<file path="src/rtl/seq_approx_divider.sv">
// Restoring-style unsigned divider (2N/N -> N quotient, N remainder), one quotient bit per cycle, MSB first.
// Latency: N+1 cycles from the start-sampling edge to the done cycle; busy covers the N RUN cycles.
// Backpressure: none; start is only accepted in IDLE, so requests during RUN/DONE are dropped.
module seq_approx_divider #(
  parameter int N           = 8,
  parameter int APPROX_ROWS = 4
) (
  input  logic           clk,
  input  logic           rst,
  input  logic           start,
  input  logic           approx_en,
  input  logic [2*N-1:0] n,
  input  logic [N-1:0]   d,
  output logic           busy,
  output logic           done,
  output logic [N-1:0]   q,
  output logic [N-1:0]   r,
  output logic           div_by_zero,
  output logic           overflow
);

  localparam int KW = (N > 1) ? $clog2(N) : 1;

  typedef enum logic [1:0] {IDLE, RUN, DONE} state_t;

  state_t        state_q;
  logic [N-1:0]  nlo_q;     // low half of the dividend, consumed one bit per iteration
  logic [N-1:0]  d_q;
  logic          apx_q;
  logic [N-1:0]  rem_q;     // partial remainder R
  logic [KW-1:0] k_q;       // current quotient bit index
  logic [N-1:0]  quot_q;
  logic [N-1:0]  r_q;
  logic          busy_q;
  logic          done_q;
  logic          dz_q;
  logic          ov_q;

  logic [N:0]    w;
  logic          top;
  logic [N-1:0]  low;
  logic [N-1:0]  diff;
  logic          use_apx;
  logic          b;
  logic          qbit;
  logic [N-1:0]  rem_d;

  // One iteration: shift in the next dividend bit, trial-subtract d through a ripple chain, restore on borrow
  always_comb begin
    w       = {rem_q, nlo_q[k_q]};
    top     = w[N];
    low     = w[N-1:0];
    use_apx = apx_q && (int'(k_q) < APPROX_ROWS);
    diff    = '0;
    b       = 1'b0;
    for (int i = 0; i < N; i++) begin
      if (use_apx && low[i] && d_q[i] && !b) begin
        // approximate cell deviates only for x=1, y=1, bin=0
        diff[i] = 1'b1;
        b       = 1'b1;
      end else begin
        diff[i] = low[i] ^ d_q[i] ^ b;
        b       = (~low[i] & d_q[i]) | (~(low[i] ^ d_q[i]) & b);
      end
    end
    // a set carry-out bit in W means W >= 2^N > d, so the subtraction always fits
    qbit  = top | ~b;
    rem_d = qbit ? diff : low;
  end

  // Control FSM with registered outputs; reset wins over everything, including start
  always_ff @(posedge clk) begin
    if (rst) begin
      state_q <= IDLE;
      nlo_q   <= '0;
      d_q     <= '0;
      apx_q   <= 1'b0;
      rem_q   <= '0;
      k_q     <= '0;
      quot_q  <= '0;
      r_q     <= '0;
      busy_q  <= 1'b0;
      done_q  <= 1'b0;
      dz_q    <= 1'b0;
      ov_q    <= 1'b0;
    end else begin
      case (state_q)
        IDLE: begin
          done_q <= 1'b0;
          if (start) begin
            nlo_q   <= n[N-1:0];
            d_q     <= d;
            apx_q   <= approx_en;
            rem_q   <= n[2*N-1:N];
            k_q     <= KW'(N - 1);
            quot_q  <= '0;
            r_q     <= '0;
            dz_q    <= (d == '0);
            ov_q    <= (n[2*N-1:N] >= d);
            busy_q  <= 1'b1;
            state_q <= RUN;
          end
        end
        RUN: begin
          quot_q[k_q] <= qbit;
          rem_q       <= rem_d;
          k_q         <= k_q - KW'(1);
          if (k_q == '0) begin
            r_q     <= rem_d;
            busy_q  <= 1'b0;
            done_q  <= 1'b1;
            state_q <= DONE;
          end
        end
        DONE: begin
          done_q  <= 1'b0;
          state_q <= IDLE;
        end
        default: begin
          busy_q  <= 1'b0;
          done_q  <= 1'b0;
          state_q <= IDLE;
        end
      endcase
    end
  end

  assign busy        = busy_q;
  assign done        = done_q;
  assign q           = quot_q;
  assign r           = r_q;
  assign div_by_zero = dz_q;
  assign overflow    = ov_q;

endmodule

</file>
<file path="config.mk">
export PLATFORM = sky130hd
export DESIGN_NAME = seq_approx_divider
export DESIGN_NICKNAME = d
export VERILOG_FILES = /design/src/rtl/seq_approx_divider.sv
export SDC_FILE = /design/constraint.sdc
export NUM_CORES = 1
export LEC_CHECK = 0
export CAP_MARGIN = 10
export CORE_MARGIN = 4
export CORE_UTILIZATION = 53
export DETAILED_ROUTE_END_ITERATION = 6
export PLACE_DENSITY = 0.8
export REMOVE_ABC_BUFFERS = 1
export SETUP_SLACK_MARGIN = 0.02
export SLEW_MARGIN = 15
export SYNTH_ARGS = -nofsm -noshare
export SYNTH_HDL_FRONTEND = slang
export SYNTH_SLANG_ARGS = --single-unit
</file>
<file path="constraint.sdc">
create_clock -name clk -period 8.65 [get_ports clk]
set_input_delay 1.73 -clock clk [delete_from_list [all_inputs] [get_ports clk]]
set_output_delay 1.73 -clock clk [all_outputs]
set_load 0.02 [all_outputs]
</file>
# [After elaboration in Yosys (flattened, before gate mapping)]
# Cells that the tools add are included.
[classes] reduce_logical=42 n_mux=36 n_shift=0 eq_ne=4 bitwise=56 magnitude_cmp=4 n_div=0 mul=0 n_addsub=1
[op_table] operator="$pmux 8 s2" count=3
[op_table] operator="$mux 8" count=4
[op_table] operator="$logic_and 1x1->1" count=25
[op_table] operator="$mux 1" count=20
[op_table] operator="$not 1->1" count=18
[op_table] operator="$and 1x1->1" count=15
[op_table] operator="$xor 1x1->1" count=15
[op_table] operator="$bwmux 8" count=1
[op_table] operator="$ge 8x8->1" count=1
[op_table] operator="$logic_not 8->1" count=1
[op_table] operator="$or 1x1->1" count=8
[op_table] operator="$logic_not 1->1" count=7
[op_table] operator="$pmux 3 s2" count=1
[op_table] operator="$reduce_and 2->1" count=3
[op_table] operator="$reduce_and 3->1" count=2
[op_table] operator="$lt 3x4->1 const B" count=1
[op_table] operator="$mux 2" count=2
[op_table] operator="$ne 2x2->1 const B" count=2
[op_table] operator="$pmux 2 s2" count=1
[op_table] operator="$bmux 1 s3" count=1
[op_table] operator="$demux 1 s3" count=1
[op_table] operator="$ge 3x1->1 const B" count=1
[op_table] operator="$logic_not 3->1" count=1
[op_table] operator="$lt 3x3->1 const B" count=1
[op_table] operator="8 further kinds" count=8
[totals] wordCells=155 latchBits=0 regBits=50 mem_bits_ro=0 n_memories=0 output_inout_bits=20 input_bits=28 mem_bits_rw=0

# [Depth between registers and ports, before layout]
# Gate-level depths: netlist of the first run.
[logic_depth] ltp_word=31 ltp_mapped=26 ltp_nobuf=24

# [Worst setup path before layout of the first run]
# Ideal clock, no wire load.
[synth_path] path_kind="reg2reg" startpoint="reg k_q[1]" endpoint="reg rem_q[1]" t_required_ps=8519 path_stages_with_launch=24 n_path_buf=2 t_arrival_ps=5828 slack_ps=2691 path_cell_list="dfxtp_1 > buf_6 > mux2_1 > mux4_2 > a31o_2 > fa_1 > or2_2 > fa_1 > o21bai_1 > fa_1 > or2b_1 > fa_1 > a21oi_1 > fa_1 > nand2_1 > fa_1 > a21o_1 > fa_1 > nand2b_1 > and3_1 > a21o_1 > buf_6 > mux2i_1 > o22ai_1"
[synth_between] elab_chain_len=30 elab_cells_between_ends=64
[synth_rtl] element="start: declaration" line="31" rtl="logic [KW-1:0] k_q;"
[synth_rtl] element="start signal: assignment" line="95" rtl="k_q <= KW'(N - 1);"
[synth_rtl] element="start signal: assignment" line="107" rtl="k_q <= k_q - KW'(1);"
[synth_rtl] element="$bmux 1 s3 or $lt 3x3->1 (tied branches)" line="50, 53"
[synth_rtl] element="$mux 1 (implied by the code) or $logic_and 1x1->1 (tied branches)" line="50, 53"
[synth_rtl] element="$not 1->1 or $logic_and 1x1->1 (tied branches)" line="63, 57"
[synth_rtl] element="$and 1x1->1 or $logic_and 1x1->1 (tied branches)" line="63, 57"
[synth_rtl] element="$mux 1" line="57" rtl="if (use_apx && low[i] && d_q[i] && !b) begin"
[synth_rtl] element="$and 1x1->1 or $logic_not 1->1 (tied branches)" line="63, 57"
[synth_rtl] element="$or 1x1->1 or $logic_and 1x1->1 (tied branches)" line="63, 57"
[synth_rtl] element="$mux 1" line="57"
[synth_rtl] element="[... 14 more ...]"
[synth_rtl] element="$mux 1" line="57"
[synth_rtl] element="$and 1x1->1 or $logic_not 1->1 (tied branches)" line="63, 57"
[synth_rtl] element="$or 1x1->1 or $logic_and 1x1->1 (tied branches)" line="63, 57"
[synth_rtl] element="$mux 1" line="57"
[synth_rtl] element="$not 1->1" line="67" rtl="qbit = top | ~b;"
[synth_rtl] element="$or 1x1->1" line="67"
[synth_rtl] element="$mux 8 *" line="68" rtl="rem_d = qbit ? diff : low;"
[synth_rtl] element="$pmux 8 s2 *" line="87" rtl="case (state_q)"
[synth_rtl] element="end signal: assignment" line="94" rtl="rem_q <= n[2*N-1:N];"
[synth_rtl] element="end signal: assignment" line="106" rtl="rem_q <= rem_d;"
[synth_rtl] element="end: declaration" line="30" rtl="logic [N-1:0] rem_q;"
# Every way passes the cells marked *; elsewhere a longest branch is shown, timed or not. The select of a mux whose other input is x is not followed.
# A chain may end at the register's enable or synchronous reset.

# [Worst setup path in the final report of the first run]
# Ends and elaborated chain as after synthesis.

==> flow_metrics.env, run 1 <==
export IMPL_grt_pass1_wl_um=11000
export IMPL_fin_crit_ns=6.56
export IMPL_gr_usage_all_layers_pct=21.4
export IMPL_wl_um=6410
export IMPL_crit_required_ns=8.82
export IMPL_hold_class="flop to flop"
export IMPL_worstSetupPathType="flop to flop"
export IMPL_slew_headroom_pct=46.4
export IMPL_grt_util_met3_pct=3.84
export IMPL_ys_seq_area_share_pct=36.4
export IMPL_grt_use_met2_pct=33.2
export IMPL_dp_hpwl_um=4720
export IMPL_hold_violations=0
export IMPL_power_density_nw_per_um2=184
export IMPL_rsz0062_at_grt="no"
export IMPL_final_setup_viol_count=0
export IMPL_syn_inst=335
export IMPL_cts_sinks=50
export IMPL_root_buffer="clkbuf_8"
export IMPL_synth_edf_count=0
export IMPL_clock_path_buffers=2
export IMPL_diodes=0
export IMPL_final_common_cell="nand2_1"
export IMPL_clock_latency_ns=0.30
export IMPL_antenna_left=0
export IMPL_crit_buf_inv=0
export IMPL_fin_setup_tns_ns=0
export IMPL_dpl_cell_area_um2=3240
export IMPL_synth_cell_area_um2=2750
export IMPL_antenna_found_initial=0
export IMPL_worstMarginPinSlew_ns=0.801
export IMPL_fmax_mhz=152
export IMPL_cp_cell_sequence="mux2_1 -> mux4_2 -> a31o_2 -> fa_1 -> or2_2 -> fa_1 -> o21bai_1 -> fa_1 -> or2b_1 -> fa_1 -> a21oi_1 -> fa_1 -> nand2_1 -> fa_1 -> a21o_1 -> fa_1 -> nand2b_1 -> and3_1 -> a21o_1 -> mux2i_1 -> o22ai_1"
export IMPL_slowest_delay_ns=0.52
export IMPL_cp_slowest_cell="dfxtp_1"
export IMPL_leakagePower_uw=0.00130
export IMPL_ys_warn_count=0
export IMPL_cts_clk_slew_worst_paths_ns=0.09
export IMPL_core_um2=4880
export IMPL_cts_buffers=5
export IMPL_layout_common_cells="nand2_1 (54), dfxtp_1 (50), clkdlybuf4s50_1 (47), a21oi_1 (38), nor2_1 (24)"
export IMPL_critPathLaunchType="flop"
export IMPL_synth_cell_types=49
export IMPL_fp_row_count=25
export IMPL_hold_buffers=0
export IMPL_synth_flop_cell="dfxtp_1"
export IMPL_finalPower_uw=615
export IMPL_grt_start_max_net_pins=46
export IMPL_grt_busiest_layer="met2"
export IMPL_drtIter0Drc=359
export IMPL_drtPass1Iterations=4
export IMPL_h_tree_depth=2
export IMPL_critPathMaxFanout=11
export IMPL_whs_ns=0.456
export IMPL_via_per_inst=5.65
export IMPL_crit_top_cell="fa_1"
export IMPL_chipHeight_um=80.0
export IMPL_dieArea_um2=6400
export IMPL_drv_slew=0
export IMPL_first_global_vias=2342
export IMPL_vdd_drop_max_v=0.000127
export IMPL_cts_tree="yes"
export IMPL_synth_area_per_cell_um2=8.21
export IMPL_fin_crit_sh_pct=75.8
export IMPL_cts_resized=0
export IMPL_cap_violations=0
export IMPL_cp_top_family="adder cells"
export IMPL_cp_arrival_ns=6.73
export IMPL_synth_seq_cells=50
export IMPL_drive_gt1_share_pct=5.88
export IMPL_fin_worst_skew_ns=0.00745
export IMPL_vias=2490
export IMPL_postCtsSetupBuffers=0
export IMPL_die_x_um=80.0
export IMPL_final_nets=419
export IMPL_outcome="complete, no violations"
export IMPL_grt_use_met1_pct=30.6
export IMPL_port_buffer_count=47
export IMPL_fin_area_um2=3350
export IMPL_pin_count=48
export IMPL_drc_errors=0
export IMPL_synthArstFlopShare_pct=0
export IMPL_post_drt_wl_per_cell_um=14.5
export IMPL_synthToLayoutAreaGrowth_pct=21.8
export IMPL_start_util_pct=56.3
export IMPL_gp_congestion=0.879
export IMPL_end_kind="flop"
export IMPL_grt_remaining_overflow=0
[tightest hold or removal path, stage by stage, from the launching register on]
cell     delay [ns]
dfxtp_1        0.33
nand2_1        0.05
nand3_1        0.05
[power by group]
part           total (uW)  switching, uW  internal [uW]
sequential            270           20.8            249
clock                 162           75.5           86.6
combinational         183            104           78.9
[synthesized netlist by cell type, types with 4 or more instances]
cell type | n | area share [%]
nand3_1 | 12 | 2.2
fa_1 | 7 | 5.1
ha_1 | 11 | 5.0
nand2_1 | 54 | 7.4
clkbuf_1 | 17 | 2.3
nand2b_1 | 7 | 1.6
dfxtp_1 | 50 | 36
o211ai_1 | 6 | 1.6
o21ai_0 | 11 | 2.0
nor2_1 | 24 | 3.3
nor2b_1 | 4 | 0.91
a21oi_1 | 38 | 6.9
a21o_1 | 9 | 2.5
inv_1 | 20 | 2.7
nor3_1 | 5 | 0.91
[flip-flops by register name, summed over array words and instances, names as in the netlist]
register	flops
k_q	3
d_q	8
div_by_zero	1
rem_q	8
nlo_q	8
apx_q	1
r	8
overflow	1
done	1
state_q	2
q	8
busy	1
[final timing paths]
check | start | end | slack [ns] | cells after the start
setup / recovery | k_q[1] | rem_q[1] | 2.09 | 21
hold / removal | r[2] | r[2] | 0.46 | 2
setup reg to reg | k_q[1] | rem_q[1] | 2.09 | 21
hold reg to reg | r[2] | r[2] | 0.46 | 2
[final cells by class]
class	count	area, um^2
inverter	20	75.1
clock inverter	1	30.0
sequential	50	1000
multi-input combinational	246	1590
timing repair buffer	50	493
clock buffer	7	76.3
tap	67	83.8
fill	425	1530
[cell families after synthesis]
group                      synth area share [%]
and+or+nand+nor                            22.4
AOI/OAI and AO/OA                          21.7
DFF                                        36.4
buffers and inverters                      5.87
adders and majority gates                  10.1
muxes                                      3.14
xor gates and xnor gates                  0.319
[through the flow]
| step | util, % | std cells | setup slack [ns] |
|---|---|---|---|
| 2_1_floorplan | - | 316 | 2.61 |
| 3_3_place_gp | 66.4 | 433 | 2.35 |
| 3_5_place_dp | 66.4 | 433 | 2.18 |
| 4_1_cts | 68.6 | 441 | 2.13 |
| 5_1_grt | 68.6 | 441 | 1.73 |
| 6_report | 68.6 | 441 | 2.09 |
[metal layers]
layer  wire length [um]  share of wire [%]
met1               2980                 46
met2               2920                 46
met3                454                7.1
met4                 60               0.94
met5                  0                  0
(Power assumes the default switching activity.)
==> run 2, diff against run 1 <==
--- a/config.mk
+++ b/config.mk
@@ -7,9 +7,9 @@
 export LEC_CHECK = 0
 export CAP_MARGIN = 10
 export CORE_MARGIN = 4
-export CORE_UTILIZATION = 53
+export CORE_UTILIZATION = 48
 export DETAILED_ROUTE_END_ITERATION = 6
-export PLACE_DENSITY = 0.8
+export PLACE_DENSITY = 0.77
 export REMOVE_ABC_BUFFERS = 1
 export SETUP_SLACK_MARGIN = 0.02
 export SLEW_MARGIN = 15
==> constraint.sdc (replaced) <==
create_clock -name clk -period 5.7 [get_ports clk]
set_input_delay 1.14 -clock clk [delete_from_list [all_inputs] [get_ports clk]]
set_output_delay 1.14 -clock clk [all_outputs]
set_load 0.02 [all_outputs]
==> flow_metrics.env, run 2 (same netlist as run 1, synthesis figures left out) <==
export IMPL_layout_setup_ws_ns=-0.0765
export IMPL_cts_sinks=50
export IMPL_gp_congestion=0.833
export IMPL_layout_cells_non_filler=476
export IMPL_fin_setup_tns_ns=-0.301
export IMPL_drv_slew=0
export IMPL_grt_remaining_overflow=0
export IMPL_wl_um=7230
export IMPL_whs_path_depth=2
export IMPL_cp_cell_sequence="mux2_4 -> mux4_2 -> a31o_4 -> fa_2 -> or2_4 -> fa_2 -> o21bai_4 -> fa_2 -> or2b_1 -> fa_2 -> a21oi_2 -> fa_2 -> nand2_2 -> fa_2 -> nand4b_1 -> a21o_1 -> a21o_4 -> a21o_4 -> or4_4 -> o211ai_2"
export IMPL_hp_start="nlo_q[7]"
export IMPL_via_per_inst=5.49
export IMPL_rr_endpoint="rem_q[2]"
export IMPL_whs_ns=0.460
export IMPL_sw_frac_of_total_pct=35.3
export IMPL_cp_slowest_cell="mux4_2"
export IMPL_layout_common_cells="nand2_1 (52), dfxtp_1 (49), clkdlybuf4s50_1 (47), a21oi_1 (32), buf_4 (31)"
export IMPL_vias=2611
export IMPL_dieArea_um2=7000
export IMPL_violations="setup timing"
export IMPL_h_tree_depth=2
export IMPL_pin_count=48
export IMPL_slew_headroom_pct=41.4
export IMPL_power_density_nw_per_um2=269
export IMPL_rr_worst_depth=20
export IMPL_outcome="complete, but fails checks"
export IMPL_netSwitchingPower_uw=352
export IMPL_fin_crit_sh_pct=101
export IMPL_crit_required_ns=5.93
export IMPL_placed_cells_incl_taps=462
export IMPL_clock_path_buffers=2
export IMPL_p_int_uw=646
export IMPL_rsz0062_at_grt="yes"
export IMPL_fmax_mhz=173
export IMPL_port_buffer_count=47
export IMPL_crit_cells=20
export IMPL_first_global_vias=2457
export IMPL_cts_buffers=5
export IMPL_antenna_found_initial=0
export IMPL_worst_r2r_setup_slack_ns=-0.08
export IMPL_leakagePower_uw=0.00144
export IMPL_worstSetupEndpoint="rem_q[2]"
export IMPL_grt_start_max_net_pins=33
export IMPL_slowest_delay_ns=0.51
export IMPL_cp_arrival_ns=6.01
export IMPL_comb_power_share_pct=37.7
export IMPL_final_setup_viol_count=6
export IMPL_gr_usage_all_layers_pct=20.0
export IMPL_worstSetupPathType="flop to flop"
export IMPL_pwr_share_seq_pct=40.7
export IMPL_crit_start="k_q[1]"
export IMPL_grt_pass1_wl_um=11700
export IMPL_fin_worst_skew_ns=0.0139
export IMPL_synthToLayoutAreaGrowth_pct=34.8
export IMPL_antenna_left=0
export IMPL_final_common_cell="nand2_1"
export IMPL_diodes=0
export IMPL_vdd_drop_max_v=0.000120
export IMPL_hold_violations=0
export IMPL_pwr_share_clk_pct=21.6
export IMPL_chipHeight_um=83.7
export IMPL_dpl_cell_area_um2=3430
export IMPL_clock_latency_ns=0.31
export IMPL_core_um2=5540
export IMPL_fp_row_count=27
export IMPL_cp_top_family="adder cells"
export IMPL_dp_hpwl_um=5180
export IMPL_final_nets=449
export IMPL_critPathLaunchType="flop"
export IMPL_post_drt_wl_per_cell_um=15.2
export IMPL_cts_clk_slew_worst_paths_ns=0.09
export IMPL_cts_tree="yes"
export IMPL_crit_buf_inv=0
export IMPL_start_util_pct=49.6
export IMPL_drtPass1Iterations=4
export IMPL_cap_violations=0
export IMPL_drive_gt1_share_pct=20.8
export IMPL_drc_errors=0
export IMPL_hold_class="flop to flop"
export IMPL_critPathMaxFanout=6
export IMPL_crit_top_cell="fa_2"
export IMPL_end_kind="flop"
export IMPL_drtIter0Drc=400
export IMPL_num_fill_cells=479
export IMPL_fin_crit_ns=5.78
export IMPL_die_x_um=83.7
export IMPL_reg2reg_from="k_q[1]"
export IMPL_root_buffer="clkbuf_8"
export IMPL_fin_area_um2=3710
export IMPL_worstMarginPinSlew_ns=0.875
-- run 2: layout make-up --
cell class	count	area, um^2	area share (%)
clock buffers	5	68.8	1.86
clock inverters	3	21.3	0.574
inverters	20	75.1	2.03
multi-input cells	246	1720	46.4
flip-flops and latches	50	1000	27.1
well taps	72	90.1	2.43
repair buffers	80	726	19.6
-- run 2: per-layer routing --
metal,global-route usage [%],share of wire (%),up-vias
li1,-,-,1300
met1,27.7,47,1221
met2,32.5,46,81
met3,3.36,5.7,9
met4,4.53,1.2,0
met5,0,0,-
-- run 2: worst min path at each step --
stage	endpoint	slack [ns]
6_report	nlo_q[7]	0.46
5_1_grt	nlo_q[6]	0.49
4_1_cts	r[1]	0.46
3_5_place_dp	r[3]	0.45
3_3_place_gp	r[2]	0.44
2_1_floorplan	nlo_q[6]	0.43
-- run 2: stage by stage --
| stage | util (%) | power [uW] | worst slack [ns] |
|---|---|---|---|
| floorplan | - | 593 | -0.338 |
| global placement | 61.9 | 720 | -0.336 |
| detailed placement | 61.9 | 731 | -0.515 |
| CTS | 65.8 | 976 | -0.0731 |
| global route | 66.9 | 1050 | -0.209 |
| finish | 66.9 | 998 | -0.0765 |
-- run 2: what timing repair did --
item,4_1_cts,5_1_grt
pin swaps,14,12
hold buffers,0,0
setup endpoints to repair,24,24
buffers inserted,4,3
resized for setup,26,13
-- run 2: worst min-delay path, stage by stage (launching register included) --
cell	delay, ns
dfxtp_1	0.31
nand2_1	0.05
a21oi_1	0.05
-- run 2: power groups by stage --
stage / sequential [uW] / combinational (uW) / clock, uW
CTS: 405 / 353 / 218
global route: 410 / 410 / 231
floorplan: 417 / 177 / 0
detailed placement: 411 / 320 / 0
finish: 407 / 376 / 215
global placement: 410 / 310 / 0
